<file path="config.mk">
export PLATFORM = sky130hd
export DESIGN_NAME = ifetch_unit
export DESIGN_NICKNAME = d
export VERILOG_FILES = /design/src/rtl/cpu_pkg.sv /design/src/rtl/ifetch_unit.sv
export SDC_FILE = /design/constraint.sdc
export NUM_CORES = 1
export LEC_CHECK = 0
export CELL_PAD_IN_SITES_DETAIL_PLACEMENT = 1
export CELL_PAD_IN_SITES_GLOBAL_PLACEMENT = 2
export CORE_ASPECT_RATIO = 0.75
export CORE_MARGIN = 1
export CORE_UTILIZATION = 22
export CTS_CLUSTER_DIAMETER = 150
export DETAILED_ROUTE_END_ITERATION = 10
export MAX_ROUTING_LAYER = met4
export PLACE_DENSITY = 0.79
export SLEW_MARGIN = 10
export SYNTH_ARGS = -nofsm -noshare
export SYNTH_HDL_FRONTEND = slang
export SYNTH_SLANG_ARGS = --single-unit
</file>
<file path="constraint.sdc">
create_clock -name clk -period 2.1 [get_ports clk]
set_input_delay 0.315 -clock clk [delete_from_list [all_inputs] [get_ports clk]]
set_output_delay 0.315 -clock clk [all_outputs]
set_load 0.02 [all_outputs]
</file>
<file path="src/rtl/cpu_pkg.sv">
// Shared CPU definitions: fetch FSM encoding, reset defaults and the NOP encoding
// used to fill the instruction register while nothing live is held.
package cpu_pkg;

  localparam logic [31:0] NOP_INST         = 32'h0000_0013;
  localparam logic [31:0] DEFAULT_RESET_PC = 32'h0000_0000;
  localparam int          DEFAULT_ADDR_W   = 14;

  typedef enum logic [1:0] {
    REQ   = 2'd0,
    WAIT  = 2'd1,
    HOLD  = 2'd2,
    FAULT = 2'd3
  } fetch_state_t;

  function automatic logic is_aligned(input logic [31:0] addr);
    return (addr & 32'h3) == 32'h0;
  endfunction

endpackage

</file>
<file path="src/rtl/ifetch_unit.sv">
// Instruction fetch: owns the PC, issues one imem read at a time and holds the
// fetched word for decode until it is consumed or a redirect replaces it.
module ifetch_unit
  import cpu_pkg::*;
#(
  parameter logic [31:0] RESET_PC = DEFAULT_RESET_PC,
  parameter int          ADDR_W   = DEFAULT_ADDR_W
) (
  input  logic              clk,
  input  logic              rst,
  output logic              imem_req,
  output logic [ADDR_W-1:0] imem_addr,
  input  logic [31:0]       imem_rdata,
  input  logic              imem_ack,
  input  logic              redirect_valid,
  input  logic [31:0]       redirect_target,
  input  logic              stall,
  output logic              inst_valid,
  output logic [31:0]       inst,
  output logic [31:0]       pc,
  output logic [31:0]       pc_plus4,
  output logic              misalign_fault,
  output fetch_state_t      state_dbg
);

  // Handshake: imem_req is a one-cycle strobe per fetch and exactly one imem_ack
  // answers it; decode takes inst/pc on the first cycle with inst_valid=1 and
  // stall=0, and redirect_valid is honoured on every cycle outside FAULT.

  fetch_state_t state;
  logic         squash;

  // No request is issued while reset is held.
  assign imem_req  = rst && (state == REQ);
  assign imem_addr = pc[ADDR_W+1:2];
  assign pc_plus4  = pc + 32'd4;
  assign state_dbg = state;

  always_ff @(posedge clk) begin
    if (!rst) begin
      state          <= REQ;
      pc             <= RESET_PC;
      inst           <= NOP_INST;
      inst_valid     <= 1'b0;
      misalign_fault <= 1'b0;
      squash         <= 1'b0;
    end else if (redirect_valid && state != FAULT) begin
      pc         <= redirect_target;
      inst_valid <= 1'b0;
      if (!is_aligned(redirect_target)) begin
        misalign_fault <= 1'b1;
        squash         <= 1'b0;
        state          <= FAULT;
      end else if (state == HOLD) begin
        state <= REQ;
      end else if (state == WAIT && imem_ack) begin
        // The outstanding read completes right now, so nothing is left to squash.
        squash <= 1'b0;
        state  <= REQ;
      end else begin
        squash <= 1'b1;
        state  <= WAIT;
      end
    end else begin
      case (state)
        REQ: state <= WAIT;
        WAIT: begin
          if (imem_ack) begin
            if (squash) begin
              squash <= 1'b0;
              state  <= REQ;
            end else begin
              inst       <= imem_rdata;
              inst_valid <= 1'b1;
              state      <= HOLD;
            end
          end
        end
        HOLD: begin
          if (!stall) begin
            pc         <= pc_plus4;
            inst_valid <= 1'b0;
            state      <= REQ;
          end
        end
        FAULT:   inst_valid <= 1'b0;
        default: state <= REQ;
      endcase
    end
  end

endmodule

</file>
==> flow_summary.toml <==
[hold_path]
hold_class = "in -> reg"
hold_path_startpoint = "rst"

[timing]
finalSetupViolations = 12
drv_slew = 0
worst_pin_slew_ns = 0.492
hold_ws_ns = 0.442
finClkSkew_ns = 0.00983
grt_setup_unrepaired = "yes"
max_freq_ghz = 0.455
final_hold_viol_count = 0
slew_headroom_pct = 67.1
final.min_clock_period_ns = 2.20
fin_ws_ns = -0.0991
finalCritPeriodShare_pct = 105

[run_status]
violations = "DRC, setup timing"
outcome = "complete, but fails checks"

[die]
core-area_mm2 = 0.0163
start_util_pct = 22.9
die_height_um = 115
dieArea_mm2 = 0.0175
die-width_um = 153
io_pins = 184
fp-row-count = 40

[pwr]
leakage_nw = 2.85
clockPowerShare_pct = 34.0
p_switching_w = 0.00149
switching_share_pct = 31.2
pwr-share-seq_pct = 32.2
power_density_mw_per_mm2 = 686
p_int_w = 0.00328
ir_worst_vdd_uv = 442
pwr-share-comb_pct = 33.9
power_w = 0.00477

[synthesis]
syn-cell-area_mm2 = 0.00374
yosysTopAreaCell = "dfxtp_1"
synth_area_leaders = "dfxtp_1 (37%), nand2_1 (9.7%), xor2_1 (6.1%)"
synthFlopType = "dfxtp_1"
syn_area_per_cell_um2 = 8.12
async_flop_share_pct = 0
ys_top_cells_by_count = "nand2_1 (97), dfxtp_1 (69), a21boi_0 (27), xor2_1 (26), a21oi_1 (24)"
synth_seq_cells = 69
yosys_warnings = 0
synth_cell_types = 44
yosysMostFrequentCell = "nand2_1"
synth_top_area_share_pct = 37.0
synth.net_count = 535
syn_inst = 460
synth_edf_count = 0
yosysSeqAreaShare_pct = 37.0

[detailed_routing]
drt_iter0_markers = 143
wl_met2_um = 7170
viasPerCell = 4.56
post_drt_wl_per_cell_um = 16.4
firstDrtPassIters = 7
dr_total_vias = 4179
dr.max_layer_used = "met4"
wl_met3_um = 754
drc_errors = 12
antenna_left = 0
m1WireLength_um = 6970
postRouteWirelength_um = 15000

[worst_setup_path]
required_ns = 1.78
crit_path_max_incr_delay_ns = 0.36
crit_family = "simple AND/OR/NAND/NOR gates"
path_max_fanout = 5
path_buf_inv = 2
end_kind = "output port"
worstPathCellList = "nand4_1 -> nor4_4 -> buf_6 -> nand4b_1 -> xnor2_2 -> buf_4"
timing.rr.start = "pc[2]$_SDFFE_PN0P_"
cp_data_arrival_time_ns = 1.88
path_class = "reg -> out"
worstSetupStartpointType = "flop"
slowest_stage = "dfxtp_2"
startpoint = "pc[8]$_SDFFE_PN0P_"

[clocking]
cts_buffers = 9
clockRootBuffer = "clkbuf_16"
clkTransAtPathRegs_ns = 0.06
insertion_delay_ns = 0.33
htreeDepth = 3
cts_tree = "yes"
clock-sinks = 69
clock_path_buffers = 2
hold_buffers = 0

[cells_and_area]
syn2layout_area_growth_pct = 85.9
layout-drive-gt1-share_pct = 28.6
diodes = 0
fin_nets = 777
utilization_pct = 42.6

[run]
drv_cap = 0

[global_routing]
grt_pass1_wl_um = 23700
grt_pass1_vias = 4453
track_usage_pct = 17.6
grt_max_degree = 62
grt_overflow = 0
antenna_found_initial = 0

[place]
dp_hpwl_um = 11200
gp_congestion = 0.839
io_buffer_count = 183
==> power by group through the flow <==
stage	sequential (W)	clock (W)	combinational, W
2_1_floorplan	0.00171	0	0.000607
5_1_grt	0.00155	0.00172	0.00172
6_report	0.00153	0.00162	0.00161
4_1_cts	0.00153	0.00166	0.00160
3_3_place_gp	0.00154	0	0.00157
3_5_place_dp	0.00154	0	0.00159
==> registers in the layout, indices dropped and copies added, names as in the netlist <==
| register | count |
|---|---|
| squash | 1 |
| misalign_fault | 1 |
| inst | 32 |
| inst_valid | 1 |
| state_dbg | 2 |
| pc | 32 |
==> worst register-to-register path, delay by kind of cell, from the launching register on <==
kind | cells | cell delay, ns
compound gates | 1 | 0.16
xor+xnor | 1 | 0.15
fa+ha+maj | 1 | 0.16
buf+inv | 3 | 0.50
flops | 1 | 0.36
simple gates | 3 | 0.57
==> worst paths after layout <==
path	end	slack [ns]	depth (start not counted)
hold / removal	inst[4]$_SDFFE_PN1P_	0.44	3
hold reg to reg	inst[2]$_SDFFE_PN0P_	0.46	2
setup / recovery	pc_plus4[27]	-0.1	6
setup reg to reg	pc[14]$_SDFFE_PN0P_	0.14	9
==> logic make-up after synthesis <==
logic type               after synthesis  synth area share [%]
XOR/XNOR                              48                  11.7
buffers and inverters                 51                  7.20
AND/OR/NAND/NOR                      185                  24.3
flip-flops                            69                  37.0
adder cells (fa/ha/maj)                6                  2.01
multiplexers                           1                 0.268
AO/OA/AOI/OAI                        100                  17.6
==> placed cells by master, fill, tap and decap left out, types with 6 or more instances in the layout <==
master,count
nand2_1,90
nand3_1,13
a22o_1,8
clkbuf_16,9
o21ai_0,22
dfxtp_1,47
buf_6,16
xor2_1,24
nor2_1,18
nand4_1,13
buf_2,6
clkdlybuf4s50_1,154
xnor2_1,9
xnor2_2,12
dfxtp_2,19
a21boi_0,27
buf_4,92
a21oi_1,24
==> area by class of cell <==
type | count | area, µm²
Timing Repair Buffer | 276 | 2560
Fill cell | 1883 | 9370
Inverter | 6 | 22.5
Tap cell | 210 | 263
Clock inverter | 4 | 72.6
Sequential cell | 69 | 1420
Clock buffer | 11 | 243
Multi-Input combinational cell | 340 | 2370
==> per-layer routing <==
metal | global-route usage, % | vias to the layer above
li1 | - | 2037
met1 | 21.9 | 2031
met2 | 29.1 | 103
met3 | 4.03 | 8
met4 | 4.38 | 0
met5 | - | -
==> timing repair <==
item | in CTS | in global routing
gates resized for setup | 164 | 47
buffers inserted | 9 | 11
setup endpoints to repair | 28 | 25
pin swaps | 13 | 20
gates cloned | 1 | 0
==> stage by stage <==
step	TNS [ns]	setup slack, ns	cells	instance area [µm²]
floorplan	-0.0592	-0.0510	460	3790
global placement	-3.11	-0.251	882	6250
detailed placement	-4.40	-0.301	882	6250
CTS	-0.975	-0.141	907	6760
global route	-1.95	-0.204	916	6950
finish	-0.577	-0.0991	916	6950
No activity file was read; power rests on OpenSTA's default activity.
